$ cat config.mk
export PLATFORM = sky130hd
export DESIGN_NAME = updown_counter_param_flat
export DESIGN_NICKNAME = d
export VERILOG_FILES = /design/src/rtl/updown_counter_param_if.sv /design/src/rtl/updown_counter_param.sv /design/src/flat_wrapper.sv
export SDC_FILE = /design/constraint.sdc
export NUM_CORES = 1
export LEC_CHECK = 0
export CAP_MARGIN = 20
export CELL_PAD_IN_SITES_DETAIL_PLACEMENT = 0
export CELL_PAD_IN_SITES_GLOBAL_PLACEMENT = 1
export CORE_MARGIN = 1
export CORE_UTILIZATION = 30
export CTS_CLUSTER_DIAMETER = 120
export DETAILED_ROUTE_END_ITERATION = 10
export GPL_TIMING_DRIVEN = 0
export PLACE_DENSITY_LB_ADDON = 0.25
export SLEW_MARGIN = 40
export SYNTH_ARGS = -nofsm -noshare
export SYNTH_HDL_FRONTEND = slang
export SYNTH_SLANG_ARGS = --single-unit
$ cat constraint.sdc
create_clock -name clock -period 1.67 [get_ports clock]
set_input_delay 0.167 -clock clock [delete_from_list [all_inputs] [get_ports clock]]
set_output_delay 0.167 -clock clock [all_outputs]
set_load 0.02 [all_outputs]
$ cat src/rtl/updown_counter_param_if.sv
// Control and status bundle for updown_counter_param: the counter consumes the
// controls through the slave modport and drives count/status back to the master.
interface updown_counter_param_if #(
  parameter int WIDTH = 8
);
  logic             enable;
  logic             up_down;
  logic             load;
  logic [WIDTH-1:0] load_value;
  logic [WIDTH-1:0] q;
  logic             terminal_count;
  logic             wrap;
  logic             overflow;

  modport master (
    output enable, up_down, load, load_value,
    input  q, terminal_count, wrap, overflow
  );

  modport slave (
    input  enable, up_down, load, load_value,
    output q, terminal_count, wrap, overflow
  );
endinterface

$ cat src/rtl/updown_counter_param.sv
// Modulo-(MAX_COUNT+1) up/down counter with load, terminal-count decode, wrap pulse and sticky overflow.
// Define COUNTER_SATURATE_EN to hold at the end stops instead of wrapping.
module updown_counter_param #(
  parameter int               WIDTH     = 8,
  parameter logic [WIDTH-1:0] MAX_COUNT = {WIDTH{1'b1}}
) (
  input  logic                  clock,
  input  logic                  clear_n,
  updown_counter_param_if.slave ctr
);

  localparam logic [WIDTH-1:0] ZERO = '0;

  typedef enum logic [1:0] {
    OP_HOLD,
    OP_COUNT,
    OP_LOAD
  } op_e;

  typedef struct packed {
    logic [WIDTH-1:0] q;
    logic             wrap;
    logic             overflow;
  } state_t;

  state_t           state_r;
  state_t           state_nx;
  op_e              op;
  logic             at_max;
  logic             at_zero;
  logic             boundary;
  logic [WIDTH-1:0] load_clamped;
  logic [WIDTH-1:0] boundary_value;
  logic [WIDTH-1:0] count_next;

  assign at_max   = (state_r.q == MAX_COUNT);
  assign at_zero  = (state_r.q == ZERO);
  assign boundary = ctr.up_down ? at_max : at_zero;

  // A full-range counter cannot receive an out-of-range load, so the clamp compare is elided.
  generate
    if (MAX_COUNT == {WIDTH{1'b1}}) begin : g_no_clamp
      assign load_clamped = ctr.load_value;
    end else begin : g_clamp
      assign load_clamped = (ctr.load_value > MAX_COUNT) ? MAX_COUNT : ctr.load_value;
    end
  endgenerate

`ifdef COUNTER_SATURATE_EN
  assign boundary_value = ctr.up_down ? MAX_COUNT : ZERO;
`else
  assign boundary_value = ctr.up_down ? ZERO : MAX_COUNT;
`endif

  // Off the boundary the +/-1 step stays inside 0..MAX_COUNT, so no modulo is needed.
  assign count_next = boundary      ? boundary_value    :
                      ctr.up_down   ? state_r.q + 1'b1  :
                                      state_r.q - 1'b1;

  always_comb begin
    op = OP_HOLD;
    if (ctr.load) begin
      op = OP_LOAD;
    end else if (ctr.enable) begin
      op = OP_COUNT;
    end
  end

  always_comb begin
    // NOTE: every output of this block is given a default first so no path leaves it unassigned, which would infer a latch.
    state_nx      = state_r;
    state_nx.wrap = 1'b0;
    case (op)
      OP_LOAD: begin
        state_nx.q        = load_clamped;
        state_nx.overflow = 1'b0;
      end
      OP_COUNT: begin
        state_nx.q = count_next;
        if (boundary) begin
          state_nx.wrap     = 1'b1;
          state_nx.overflow = 1'b1;
        end
      end
      default: ;
    endcase
  end

  always_ff @(posedge clock) begin
    // NOTE: registers take non-blocking assignments so every flop samples pre-edge values regardless of process order.
    if (!clear_n) begin
      state_r <= '0;
    end else begin
      state_r <= state_nx;
    end
  end

  assign ctr.q              = state_r.q;
  assign ctr.wrap           = state_r.wrap;
  assign ctr.overflow       = state_r.overflow;
  assign ctr.terminal_count = boundary;

endmodule

$ cat src/flat_wrapper.sv
// flat-port wrapper written by rule: the top's interface ports become plain ports
module updown_counter_param_flat 
#(
  parameter int               WIDTH     = 8,
  parameter logic [WIDTH-1:0] MAX_COUNT = {WIDTH{1'b1}}
)
  (clock, clear_n, ctr_enable, ctr_up_down, ctr_load, ctr_load_value, ctr_q, ctr_terminal_count, ctr_wrap, ctr_overflow);
  updown_counter_param_if #(.WIDTH(WIDTH)) ctr_i ();
  input  logic clock;
  input  logic clear_n;
  input wire logic [$bits(ctr_i.enable)-1:0] ctr_enable;
  input wire logic [$bits(ctr_i.up_down)-1:0] ctr_up_down;
  input wire logic [$bits(ctr_i.load)-1:0] ctr_load;
  input wire logic [$bits(ctr_i.load_value)-1:0] ctr_load_value;
  output wire logic [$bits(ctr_i.q)-1:0] ctr_q;
  output wire logic [$bits(ctr_i.terminal_count)-1:0] ctr_terminal_count;
  output wire logic [$bits(ctr_i.wrap)-1:0] ctr_wrap;
  output wire logic [$bits(ctr_i.overflow)-1:0] ctr_overflow;
  assign ctr_i.enable = ctr_enable;
  assign ctr_i.up_down = ctr_up_down;
  assign ctr_i.load = ctr_load;
  assign ctr_i.load_value = ctr_load_value;
  assign ctr_q = ctr_i.q;
  assign ctr_terminal_count = ctr_i.terminal_count;
  assign ctr_wrap = ctr_i.wrap;
  assign ctr_overflow = ctr_i.overflow;
  updown_counter_param #(.WIDTH(WIDTH), .MAX_COUNT(MAX_COUNT)) u_core (.clock(clock), .clear_n(clear_n), .ctr(ctr_i));
endmodule
==> run metrics <==
floorplan die width 54.35 µm; max-slew violation count 0; number of inserted diodes 0; total iterations of the first detailed-routing run 5; number of buffers added to fix hold violations after cts 0; clock tree skew after final layout 0.0006784 ns; switching part of the total power 37.07%; number of placed cells counting well taps 153; RSZ-0062 raised after global routing true; non-filler instance count after layout 163; Worst EP arrival 1.82 ns; Lkg Pwr 0.5140 nW; number of flops mapped to enable cells by yosys 0; most used flip-flop cell after synthesis sky130_fd_sc_hd__dfxtp_1; Async S/R FF share, synth 0%; flip-flop and latch count after synthesis 10; Post-Synthesis Cells 103; area enclosed by the die boundary 2953 µm²; Synth Warn # 0; share of the core filled with cells 49.16%; starting utilization of the core area 32.59%; CTS buffer count 3; fraction of synthesized cell area in xor and xnor cells 2.131%; shortest period the worst path allows 1.670 ns; vias in the first global route 855; synthesis-to-finish area growth 50.84%; Synth Area in Simple Gates 22.68%; Peak supply drop 0.3476 mV; CTS tree built; critical setup path kind reg2reg; Max-Cap Viols 0; level count of the clock H-tree 1; remaining design rule violation count 0; library cell with the highest instance count after synthesis sky130_fd_sc_hd__o21ai_0; clock network latency to the later pin of the worst-skew pair 0.27 ns; main combinational cell family by area after synthesis compound AO/OA/AOI/OAI gates; Post-Synthesis Cell Area 822.0 µm²; highest attainable clock frequency 0.5989 GHz; overall global routing resource usage 18.44%; Int Pwr 0.6239 mW; GR Overflow Total 0; relative max-transition margin 70.94%; overall die height 54.35 µm; unique cell type count in the Yosys netlist 34; FP Rows 18; Reg power frac 31.8%; pin count of the biggest net entering global routing 11; synthesized area per cell 7.981 µm²; post-synthesis mux area share 0%; routability congestion estimate 0.7502; run status finished clean; Avg WL per Cell 14.99 µm; ports placed on the boundary 24; ratio of cells with drive above 1 in the final layout 27.82%; power density of the placed cells 799.6 nW/µm²; clock transition at the register clock pins on the worst setup and hold paths after CTS 0.07 ns; Final setup viols 0; Final Cycle Share 99.99%; core region area 2522 µm²; highest fanout seen on the critical path 4; clk root buf sky130_fd_sc_hd__clkbuf_4; Gate power share 45.8%; top cell type's share of synthesized area 24.35%; path class of the lowest-slack min-delay path in2reg; vias post-DR 931; crit path launch type flip-flop; hold slack final 0.2944 ns; buffers from clock root to sink, at most 2; Synth Area in Compound Gates 33.79%; critical path required time 1.82 ns; part of the Yosys area used for sequential elements 24.35%; number of antenna violations at the first check in global routing 0; nets in the synthesized netlist 123; adder-cell share of the synthesized area 11.57%; port buffer count 20; placed wire-length estimate 1.791 mm; critical path endpoint category flip-flop; number of DRC markers in iteration 0 16; most area-hungry cell type in the Yosys netlist sky130_fd_sc_hd__dfxtp_1; reported net switching power 0.3676 mW; Synth area leaders sky130_fd_sc_hd__dfxtp_1 (24%), sky130_fd_sc_hd__ha_1 (9.1%), sky130_fd_sc_hd__o21ai_0 (7.3%); remaining number of nets flagged by the antenna check after routing 0; Via density 5.712; count of final hold-check violations 0; clock network power share 22.4%; wire length of the first global-routing pass 3.919 mm; most common library cells after synthesis sky130_fd_sc_hd__o21ai_0 (12), sky130_fd_sc_hd__dfxtp_1 (10), sky130_fd_sc_hd__nand2_1 (7), sky130_fd_sc_hd__nor3_1 (7), sky130_fd_sc_hd__ha_1 (6); Final #Nets 154; WL final 2.443 mm; transition time of the tightest slew-check pin 0.4342 ns; Sink Count 10
repair_timing:
action                                  4_1_cts  5_1_grt
buffers inserted                              5        1
resized for setup                            21       10
pin swaps                                     9        5
endpoints found under the setup margin        6        6
power by group through the flow:
| stage | Sequential, mW | Clock [mW] | Combinational [mW] |
|---|---|---|---|
| global placement | 0.315 | 0 | 0.372 |
| CTS | 0.312 | 0.229 | 0.424 |
| finish | 0.316 | 0.222 | 0.454 |
| global route | 0.318 | 0.246 | 0.498 |
| floorplan | 0.334 | 0 | 0.221 |
| detailed placement | 0.316 | 0 | 0.377 |
layout make-up:
class	count	area, µm²
multi-input combinational	84	660.6
clock buffer	4	36.28
tap	30	37.54
inverter	4	15.01
buffer	5	30.03
sequential	10	215.2
fill	265	1282
timing repair buffer	26	245.2
cell families after synthesis:
kind of cell	after synthesis
compound gates	39
flops	10
simple gates	36
xor+xnor	2
fa+ha+maj	7
buf+inv	9
through the flow:
step	area, µm²	worst slack, ns	setup TNS (ns)	total power, mW
floorplan	827.0	0.01244	0	0.5546
global route	1240	-0.1067	-0.2687	1.063
global placement	1065	-0.6481	-3.296	0.6868
detailed placement	1065	-0.6784	-3.393	0.6926
finish	1240	0.0002139	0	0.9915
CTS	1181	-0.01915	-0.01915	0.9653
sequential cells by signal, summed over array words and instances, names as in the netlist:
| name | count |
|---|---|
| u_core.ctr.overflow | 1 |
| u_core.ctr.q | 8 |
| u_core.ctr.wrap | 1 |
worst paths after layout:
| path | from | to | slack, ns | cells after the start |
|---|---|---|---|---|
| worst min-delay path | ctr_enable | u_core.ctr.q[1] | 0.29 | 3 |
| worst max-delay path | u_core.ctr.q[1] | u_core.ctr.q[6] | 0.0002 | 5 |
| worst min register to register | u_core.ctr.overflow | u_core.ctr.overflow | 0.51 | 1 |
| worst max register to register | u_core.ctr.q[1] | u_core.ctr.q[6] | 0.0002 | 5 |
metal layers:
layer,vias to the layer above,wire length (µm),GRT usage (%)
met1,442,1176,23.23
li1,458,-,-
met2,25,1123,30.28
met3,6,100,3.611
met5,-,0,0
met4,0,42,7.692
cells in the final DEF (no fill, tap or decap), types with 4 or more instances in the layout:
cell                              Yosys  final
sky130_fd_sc_hd__a211oi_1             5      4
sky130_fd_sc_hd__buf_4                0      6
sky130_fd_sc_hd__clkdlybuf4s50_1      0     18
sky130_fd_sc_hd__dfxtp_2              0      6
sky130_fd_sc_hd__ha_1                 6      4
sky130_fd_sc_hd__nand2_1              7      6
sky130_fd_sc_hd__nand3_1              4      4
sky130_fd_sc_hd__nor2_1               5      5
sky130_fd_sc_hd__nor3_1               7      6
sky130_fd_sc_hd__o211a_1              4      4
sky130_fd_sc_hd__o21ai_0             12      9
critical path: stages (launching register included):
cell and delay [ns]:
sky130_fd_sc_hd__dfxtp_4 0.37, sky130_fd_sc_hd__fa_2 0.41, sky130_fd_sc_hd__a211o_1 0.32, sky130_fd_sc_hd__nor4b_4 0.14, sky130_fd_sc_hd__a311oi_2 0.23, sky130_fd_sc_hd__o21ai_1 0.09
No activity file was read; power rests on OpenSTA's default activity.
